<file path="src/rtl/set_sched_pkg.sv">
// Shared types and widths for the SET job scheduler: the buffered job record
// and the scheduler state encoding.
package set_sched_pkg;

    localparam int CENTRAL_W = 24;
    localparam int RADIUS_W  = 12;
    localparam int MODE_W    = 2;
    localparam int COUNT_W   = 8;
    localparam int JOB_TAG_W = 4;

    typedef struct packed {
        logic [CENTRAL_W-1:0] central;
        logic [RADIUS_W-1:0]  radius;
        logic [MODE_W-1:0]    mode;
        logic [JOB_TAG_W-1:0] tag;
    } job_t;

    typedef enum logic [1:0] {
        S_IDLE,
        S_ISSUE,
        S_WAIT,
        S_RESULT
    } state_e;

    function automatic job_t make_job(input logic [CENTRAL_W-1:0] central,
                                      input logic [RADIUS_W-1:0]  radius,
                                      input logic [MODE_W-1:0]    mode,
                                      input logic [JOB_TAG_W-1:0] tag);
        job_t j;
        j.central = central;
        j.radius  = radius;
        j.mode    = mode;
        j.tag     = tag;
        return j;
    endfunction

endpackage

</file>
<file path="src/rtl/set_job_sched_if.sv">
// Bundles the job input, SET operand/result and result output handshakes.
// The scheduler takes the slave view; its environment takes the master view.
interface set_job_sched_if
    import set_sched_pkg::*;
#(
    parameter int TAG_W = JOB_TAG_W
);

    logic                 job_valid;
    logic                 job_ready;
    logic [CENTRAL_W-1:0] job_central;
    logic [RADIUS_W-1:0]  job_radius;
    logic [MODE_W-1:0]    job_mode;
    logic [TAG_W-1:0]     job_tag;

    logic                 set_en;
    logic [CENTRAL_W-1:0] set_central;
    logic [RADIUS_W-1:0]  set_radius;
    logic [MODE_W-1:0]    set_mode;
    logic                 set_busy;
    logic                 set_valid;
    logic [COUNT_W-1:0]   set_candidate;

    logic                 res_valid;
    logic                 res_ready;
    logic [COUNT_W-1:0]   res_count;
    logic [TAG_W-1:0]     res_tag;
    logic                 res_err;

    modport slave (
        input  job_valid, job_central, job_radius, job_mode, job_tag,
        input  set_busy, set_valid, set_candidate,
        input  res_ready,
        output job_ready,
        output set_en, set_central, set_radius, set_mode,
        output res_valid, res_count, res_tag, res_err
    );

    modport master (
        output job_valid, job_central, job_radius, job_mode, job_tag,
        output set_busy, set_valid, set_candidate,
        output res_ready,
        input  job_ready,
        input  set_en, set_central, set_radius, set_mode,
        input  res_valid, res_count, res_tag, res_err
    );

endinterface

</file>
<file path="src/rtl/set_job_fifo.sv">
// Synchronous FIFO of job records. A push is refused while full, even when a
// pop happens in the same cycle; pointers wrap naturally since DEPTH is 2^n.
module set_job_fifo
    import set_sched_pkg::*;
#(
    parameter int DEPTH = 4
) (
    input  logic clk,
    input  logic rst,
    input  logic push_i,
    input  job_t wdata_i,
    input  logic pop_i,
    output job_t rdata_o,
    output logic full_o,
    output logic empty_o
);

    localparam int PTR_W = $clog2(DEPTH);

    job_t             mem_q [DEPTH];
    logic [PTR_W-1:0] wr_ptr_q;
    logic [PTR_W-1:0] rd_ptr_q;
    logic [PTR_W:0]   count_q;
    logic             do_push;
    logic             do_pop;

    assign full_o  = (count_q == (PTR_W + 1)'(DEPTH));
    assign empty_o = (count_q == '0);
    assign do_push = push_i && !full_o;
    assign do_pop  = pop_i && !empty_o;
    assign rdata_o = mem_q[rd_ptr_q];

    // NOTE: the storage array has no reset; only pointers and count define
    // which entries are live, so stale data is never observable.
    always_ff @(posedge clk) begin
        if (do_push) begin
            mem_q[wr_ptr_q] <= wdata_i;
        end
    end

    // NOTE: state uses non-blocking assignments so every register samples
    // pre-edge values regardless of statement order.
    always_ff @(posedge clk or posedge rst) begin
        if (rst) begin
            wr_ptr_q <= '0;
            rd_ptr_q <= '0;
            count_q  <= '0;
        end else begin
            if (do_push) begin
                wr_ptr_q <= wr_ptr_q + 1'b1;
            end
            if (do_pop) begin
                rd_ptr_q <= rd_ptr_q + 1'b1;
            end
            unique case ({do_push, do_pop})
                2'b10:   count_q <= count_q + 1'b1;
                2'b01:   count_q <= count_q - 1'b1;
                default: count_q <= count_q;
            endcase
        end
    end

endmodule

</file>
<file path="src/rtl/set_job_sched.sv">
// Job scheduler in front of the SET coverage counter: buffers jobs, issues
// one at a time, returns tagged results. SET_SCHED_TIMEOUT_EN adds a WAIT watchdog.
module set_job_sched
    import set_sched_pkg::*;
#(
    parameter int DEPTH = 4,
    parameter int TAG_W = JOB_TAG_W
`ifdef SET_SCHED_TIMEOUT_EN
    ,
    parameter int TIMEOUT_CYC = 80
`endif
) (
    input  logic              clk,
    input  logic              rst,
    set_job_sched_if.slave    bus
);

    state_e             state_q, state_d;
    job_t               hold_q, hold_d;
    logic [COUNT_W-1:0] res_count_q, res_count_d;
    logic [TAG_W-1:0]   res_tag_q, res_tag_d;

    job_t               fifo_wdata;
    job_t               fifo_head;
    logic               fifo_full;
    logic               fifo_empty;
    logic               fifo_pop;

`ifdef SET_SCHED_TIMEOUT_EN
    localparam int               TMO_W    = $clog2(TIMEOUT_CYC);
    localparam logic [TMO_W-1:0] TMO_LAST = TMO_W'(TIMEOUT_CYC - 1);

    logic [TMO_W-1:0]   tmo_q, tmo_d;
    logic               res_err_q, res_err_d;
`endif

    assign fifo_wdata = make_job(bus.job_central, bus.job_radius, bus.job_mode,
                                 JOB_TAG_W'(bus.job_tag));

    set_job_fifo #(
        .DEPTH (DEPTH)
    ) u_fifo (
        .clk     (clk),
        .rst     (rst),
        .push_i  (bus.job_valid),
        .wdata_i (fifo_wdata),
        .pop_i   (fifo_pop),
        .rdata_o (fifo_head),
        .full_o  (fifo_full),
        .empty_o (fifo_empty)
    );

    // NOTE: every variable gets its hold value before the case so no path
    // leaves one unassigned, which would infer a latch.
    always_comb begin
        state_d     = state_q;
        hold_d      = hold_q;
        res_count_d = res_count_q;
        res_tag_d   = res_tag_q;
        fifo_pop    = 1'b0;
`ifdef SET_SCHED_TIMEOUT_EN
        tmo_d       = tmo_q;
        res_err_d   = res_err_q;
`endif

        unique case (state_q)
            S_IDLE: begin
                if (!fifo_empty && !bus.set_busy) begin
                    fifo_pop = 1'b1;
                    hold_d   = fifo_head;
                    state_d  = S_ISSUE;
                end
            end

            S_ISSUE: begin
                state_d = S_WAIT;
`ifdef SET_SCHED_TIMEOUT_EN
                tmo_d   = '0;
`endif
            end

            S_WAIT: begin
                if (bus.set_valid) begin
                    res_count_d = bus.set_candidate;
                    res_tag_d   = TAG_W'(hold_q.tag);
                    state_d     = S_RESULT;
`ifdef SET_SCHED_TIMEOUT_EN
                    res_err_d   = 1'b0;
`endif
                end
`ifdef SET_SCHED_TIMEOUT_EN
                // SET never answered: report an empty, flagged result for this tag.
                else if (tmo_q == TMO_LAST) begin
                    res_count_d = '0;
                    res_tag_d   = TAG_W'(hold_q.tag);
                    res_err_d   = 1'b1;
                    state_d     = S_RESULT;
                end else begin
                    tmo_d = tmo_q + 1'b1;
                end
`endif
            end

            S_RESULT: begin
                if (bus.res_ready) begin
                    state_d = S_IDLE;
                end
            end

            default: state_d = S_IDLE;
        endcase
    end

    always_ff @(posedge clk or posedge rst) begin
        if (rst) begin
            state_q     <= S_IDLE;
            hold_q      <= '0;
            res_count_q <= '0;
            res_tag_q   <= '0;
        end else begin
            state_q     <= state_d;
            hold_q      <= hold_d;
            res_count_q <= res_count_d;
            res_tag_q   <= res_tag_d;
        end
    end

`ifdef SET_SCHED_TIMEOUT_EN
    always_ff @(posedge clk or posedge rst) begin
        if (rst) begin
            tmo_q     <= '0;
            res_err_q <= 1'b0;
        end else begin
            tmo_q     <= tmo_d;
            res_err_q <= res_err_d;
        end
    end

    assign bus.res_err = res_err_q;
`else
    assign bus.res_err = 1'b0;
`endif

    // All outputs come from registers; job_ready depends only on the FIFO count.
    assign bus.job_ready   = !fifo_full;
    assign bus.set_en      = (state_q == S_ISSUE);
    assign bus.set_central = hold_q.central;
    assign bus.set_radius  = hold_q.radius;
    assign bus.set_mode    = hold_q.mode;
    assign bus.res_valid   = (state_q == S_RESULT);
    assign bus.res_count   = res_count_q;
    assign bus.res_tag     = res_tag_q;

endmodule
</file>
<file path="src/flat_wrapper.sv">
// flat-port wrapper written by rule: the top's interface ports become plain ports
module set_job_sched_flat import set_sched_pkg::*;
#(
    parameter int DEPTH = 4,
    parameter int TAG_W = JOB_TAG_W

)
  (clk, rst, bus_job_valid, bus_job_central, bus_job_radius, bus_job_mode, bus_job_tag, bus_set_busy, bus_set_valid, bus_set_candidate, bus_res_ready, bus_job_ready, bus_set_en, bus_set_central, bus_set_radius, bus_set_mode, bus_res_valid, bus_res_count, bus_res_tag, bus_res_err);
  set_job_sched_if #(.TAG_W(TAG_W)) bus_i ();
  input  logic clk;
  input  logic rst;
  input wire logic [$bits(bus_i.job_valid)-1:0] bus_job_valid;
  input wire logic [$bits(bus_i.job_central)-1:0] bus_job_central;
  input wire logic [$bits(bus_i.job_radius)-1:0] bus_job_radius;
  input wire logic [$bits(bus_i.job_mode)-1:0] bus_job_mode;
  input wire logic [$bits(bus_i.job_tag)-1:0] bus_job_tag;
  input wire logic [$bits(bus_i.set_busy)-1:0] bus_set_busy;
  input wire logic [$bits(bus_i.set_valid)-1:0] bus_set_valid;
  input wire logic [$bits(bus_i.set_candidate)-1:0] bus_set_candidate;
  input wire logic [$bits(bus_i.res_ready)-1:0] bus_res_ready;
  output wire logic [$bits(bus_i.job_ready)-1:0] bus_job_ready;
  output wire logic [$bits(bus_i.set_en)-1:0] bus_set_en;
  output wire logic [$bits(bus_i.set_central)-1:0] bus_set_central;
  output wire logic [$bits(bus_i.set_radius)-1:0] bus_set_radius;
  output wire logic [$bits(bus_i.set_mode)-1:0] bus_set_mode;
  output wire logic [$bits(bus_i.res_valid)-1:0] bus_res_valid;
  output wire logic [$bits(bus_i.res_count)-1:0] bus_res_count;
  output wire logic [$bits(bus_i.res_tag)-1:0] bus_res_tag;
  output wire logic [$bits(bus_i.res_err)-1:0] bus_res_err;
  assign bus_i.job_valid = bus_job_valid;
  assign bus_i.job_central = bus_job_central;
  assign bus_i.job_radius = bus_job_radius;
  assign bus_i.job_mode = bus_job_mode;
  assign bus_i.job_tag = bus_job_tag;
  assign bus_i.set_busy = bus_set_busy;
  assign bus_i.set_valid = bus_set_valid;
  assign bus_i.set_candidate = bus_set_candidate;
  assign bus_i.res_ready = bus_res_ready;
  assign bus_job_ready = bus_i.job_ready;
  assign bus_set_en = bus_i.set_en;
  assign bus_set_central = bus_i.set_central;
  assign bus_set_radius = bus_i.set_radius;
  assign bus_set_mode = bus_i.set_mode;
  assign bus_res_valid = bus_i.res_valid;
  assign bus_res_count = bus_i.res_count;
  assign bus_res_tag = bus_i.res_tag;
  assign bus_res_err = bus_i.res_err;
  set_job_sched #(.DEPTH(DEPTH), .TAG_W(TAG_W)) u_core (.clk(clk), .rst(rst), .bus(bus_i));
endmodule
</file>
<file path="config.mk">
export PLATFORM = sky130hd
export DESIGN_NAME = set_job_sched_flat
export DESIGN_NICKNAME = d
export VERILOG_FILES = /design/src/rtl/set_sched_pkg.sv /design/src/rtl/set_job_sched_if.sv /design/src/rtl/set_job_fifo.sv /design/src/rtl/set_job_sched.sv /design/src/flat_wrapper.sv
export SDC_FILE = /design/constraint.sdc
export NUM_CORES = 1
export LEC_CHECK = 0
export ABC_AREA = 1
export CORE_ASPECT_RATIO = 1.1
export CORE_MARGIN = 5
export CORE_UTILIZATION = 61
export DETAILED_ROUTE_END_ITERATION = 8
export HOLD_SLACK_MARGIN = 0.05
export PLACE_DENSITY_LB_ADDON = 0.12
export SYNTH_ARGS = -nofsm -noshare
export SYNTH_HDL_FRONTEND = slang
export SYNTH_SLANG_ARGS = --single-unit
</file>
<file path="constraint.sdc">
create_clock -name clk -period 9.1 [get_ports clk]
set_clock_uncertainty 0.1 [all_clocks]
set_input_delay 1.82 -clock clk [delete_from_list [all_inputs] [get_ports clk]]
set_output_delay 1.82 -clock clk [all_outputs]
set_load 0.01 [all_outputs]
</file>
==> key figures <==
Finish
  • Design Area, Final: 11500 µm²
  • Area Growth Syn to Fin: 16.3%
  • Commonest non-fill, non-tap cell in the layout: nand2_1
  • FF/Latch Area: between 6000 and 7000 µm²
  • Commonest cells after routing, fill and taps aside: nand2_1, edfxtp_1, clkdlybuf4s50_1
  • Fillers: about 1100
  • Total Nets Final: 979
  • Layout cell share with drive strength beyond 1: 0.130
  • # diodes: 0
  • Area occupied by multi-input gates: 2500 µm²

Global routing
  • GRT busiest layer: met2
  • Global Route Usage Sum: 0.196
  • Met3 Use GR: 0.0301
  • Overflow after GRT: 0
  • GR Layer Usage met1: 0.248
  • Vias in the first global route: between 5000 and 6000
  • Global-route wire length before repair: 30.1 mm
  • Maximum number of pins on one net before global-route repair: 87
  • Initial antenna violation count: 0
  • Met2 Track Usage GR: 0.362

Min path
  • HP Class: register to register
  • Hold Path Stages: 2

STA
  • Fmax: 212 MHz
  • Slew HR: 0.234
  • Final Max Slew Viols: 0
  • Min Tclk post-route: 4.71 ns
  • Setup TNS Final: 0 ns
  • Final hold violations: 0
  • Setup slack after layout: 4.39 ns
  • Final period utilization: 0.518
  • Unrepaired setup endpoints after global routing: false
  • Worst-Margin Slew: 1.15 ns
  • Number of setup violations in the final report: 0

Worst setup path
  • Crit path capture type: register
  • CP Depth: 10
  • Startpoint Class: primary input
  • Top cell by count, worst path: inv_1
  • Crit-path max cell delay: 0.91 ns
  • Worst Path Required: about 9.4 ns
  • Slowest CP cell: inv_2
  • Worst-path cell chain: clkdlybuf4s50_1 -> inv_1 -> nand3_4 -> inv_2 -> ha_1 -> inv_1 -> fa_1 -> or2_2 -> nand2_1 -> xor2_1
  • Worst-path fanout max: 46
  • CP Class: primary input to register
  • Flop-to-flop setup slack: 5.42 ns
  • WP buf/inv: 4
  • FF-to-FF path depth: 10
  • CP delay by family, top: buffers and inverters
  • CP arrival: about 5 ns

Floorplanning
  • Die height: 143 µm
  • Ports: 110
  • Die width: approximately 130 µm
  • DIE AREA: 18800 µm²
  • Core Box Area: 15800 µm²
  • Rows: 48
  • Effective utilization at floorplan: 0.624

CTS
  • Root Driver: clkbuf_16
  • Maximum buffer depth of the clock tree: 3
  • Post-CTS Setup Bufs: 0
  • Post-CTS resize count: 0
  • Clk slew on worst S/H paths: 0.06 ns
  • CTS tree: done
  • Post-CTS Hold Buffers: 0
  • Cts bufs inserted: 24
  • Worst-skew pair later-pin latency: 0.50 ns
  • H-tree Lvls: 1
  • Clock sink count: 231

Routing
  • Antenna Nets Post-Route: 0
  • DRT Wirelength: 18.5 mm
  • DR vias/cell: a little over 5
  • Routed vias: 5849
  • DR pass1 iterations: 5
  • Residual DRC: 0
  • Number of DRC markers in iteration 0: 289
  • WL/cell: 16.4 µm

Yosys
  • Post-Synth XOR/XNOR Area: 0.00444
  • Number of synthesized register bits: 231
  • Largest family of logic cells by synthesized area: simple AND/OR/NAND/NOR gates
  • Compound-gate portion of the synthesized area: 0.0498
  • Synth Warn #: 0
  • Post-synth top area share: 0.512
  • Post-synth EDFFs: 168
  • Avg Cell Area, Syn: 11.6 µm²
  • Post-Syn Instances: 848
  • Synth area leader: edfxtp_1
  • Netlist cell types: 28
  • Adder-cell share of the synthesized area: 0.0147
  • Most area-consuming cells after synthesis: edfxtp_1, dfrtp_1, nand2_1
  • FFs w/ async S/R, synth: 0.273
  • Multiplexer share of the synthesized area: 0.0137
  • Syn_nets: approximately 920
  • Sequential share of the synthesized area: 0.672
  • Post-Synth Simple-Gate Area: 0.167
  • Ys flop type: edfxtp_1
  • Syn Std Cell Area: 9860 µm²

Pwr
  • Combinational fraction of design power: 0.321
  • Final Power: 3.76 mW
  • Clock share of power: 0.238
  • Leak pwr: 4.73 nW
  • Sw Share: 0.334
  • Switching power of the nets: 1.25 mW
  • Internal Power: 2.50 mW
  • Seq pwr share: 0.442
  • Pwr dens: 328 nW/µm²
  • Peak supply drop: around 0.23 mV

Job
  • Max_cap viols: 0

Place
  • Detailed placement HPWL: 10.7 mm
  • Pre-CTS setup slack: 3.86 ns
  • GPL Wtd Cong: 0.745
  • Buffers on Ports: 108
  • Cell Area, Placed: around 11000 µm²

Status
  • Outcome: complete, no violations
-- worst paths after layout --
path                                          startpoint                                     to
max                                         bus_set_busy   u_core.u_fifo.count_q[2]$_DFFE_PP0P_
min                         u_core.hold_q[0]$_DFFE_PP0N_           u_core.hold_q[0]$_DFFE_PP0N_
max reg2reg                u_core.state_q[0]$_DFFE_PP0P_   u_core.u_fifo.count_q[2]$_DFFE_PP0P_
min reg2reg                 u_core.hold_q[0]$_DFFE_PP0N_           u_core.hold_q[0]$_DFFE_PP0N_
max in group asynchronous                            rst  u_core.u_fifo.rd_ptr_q[1]$_DFFE_PP0P_
min in group asynchronous                            rst   u_core.bus.set_radius[2]$_DFFE_PP0N_
-- worst register-to-register path, stage by stage, from the launching register on --
cell	delay (ns)
dfrtp_1	0.41
inv_1	0.13
ha_1	0.24
nand3_4	0.49
inv_2	0.93
ha_1	0.29
inv_1	0.07
fa_1	0.39
or2_2	0.31
nand2_1	0.08
xor2_1	0.15
-- sequential cells by signal, summed over array words and instances (netlist names) --
register,count
u_core.u_fifo.wr_ptr_q,2
u_core.u_fifo.count_q,3
u_core.hold_q,4
u_core.u_fifo.mem_q,168
u_core.u_fifo.rd_ptr_q,2
u_core.state_q,2
u_core.bus.set_central,24
u_core.bus.set_radius,12
u_core.bus.set_mode,2
u_core.bus.res_tag,4
u_core.bus.res_count,8
-- logic make-up (layout without fill, tap and decap cells) --
logic type | count (synthesis) | in the layout
flops | 231 | 231
other cells | 1 | 1
mux | 12 | 12
buf+inv | 137 | 219
xor+xnor | 5 | 5
compound gates | 47 | 47
simple gates | 404 | 404
fa+ha+maj | 11 | 11
-- per-stage QoR --
step / hold slack (ns) / utilization / std cells
finish: 0.376 / 0.726 / 1130
global route: 0.405 / 0.726 / 1130
CTS: 0.382 / 0.726 / 1130
detailed placement: 0.366 / 0.679 / 1086
global placement: 0.358 / 0.679 / 1086
floorplan: 0.345 / - / 848
-- Yosys cell counts (10+ instances only) --
cell	n
o211ai_1	12
buf_2	12
nand2_1	265
buf_4	51
ha_1	10
edfxtp_1	168
o211ai_2	30
inv_1	59
dfrtp_1	63
mux2_2	12
or2_2	31
nor2_1	90
-- layer usage --
| layer | part of all wire | up-vias |
|---|---|---|
| li1 | - | 2842 |
| met1 | 0.42 | 2828 |
| met2 | 0.51 | 149 |
| met3 | 0.057 | 30 |
| met4 | 0.013 | 0 |
| met5 | 0 | - |
-- area by class of cell --
cell class / instances / area share
clock inverters: 4 / 0.00153
flip-flops and latches: 231 / 0.578
multi-input cells: 480 / 0.218
inverters: 61 / 0.0200
clock buffers: 40 / 0.0621
well taps: 200 / 0.0218
repair buffers: 114 / 0.0983
-- power groups by stage --
stage	Combinational, mW	Clock (mW)	Sequential [mW]
final	1.20	0.893	1.66
after floorplan	1.01	0	1.55
after detailed placement	1.22	0	1.68
after global routing	1.35	0.958	1.69
after CTS	1.22	0.912	1.66
after global placement	1.17	0	1.66
No activity file was read; power rests on OpenSTA's default activity.
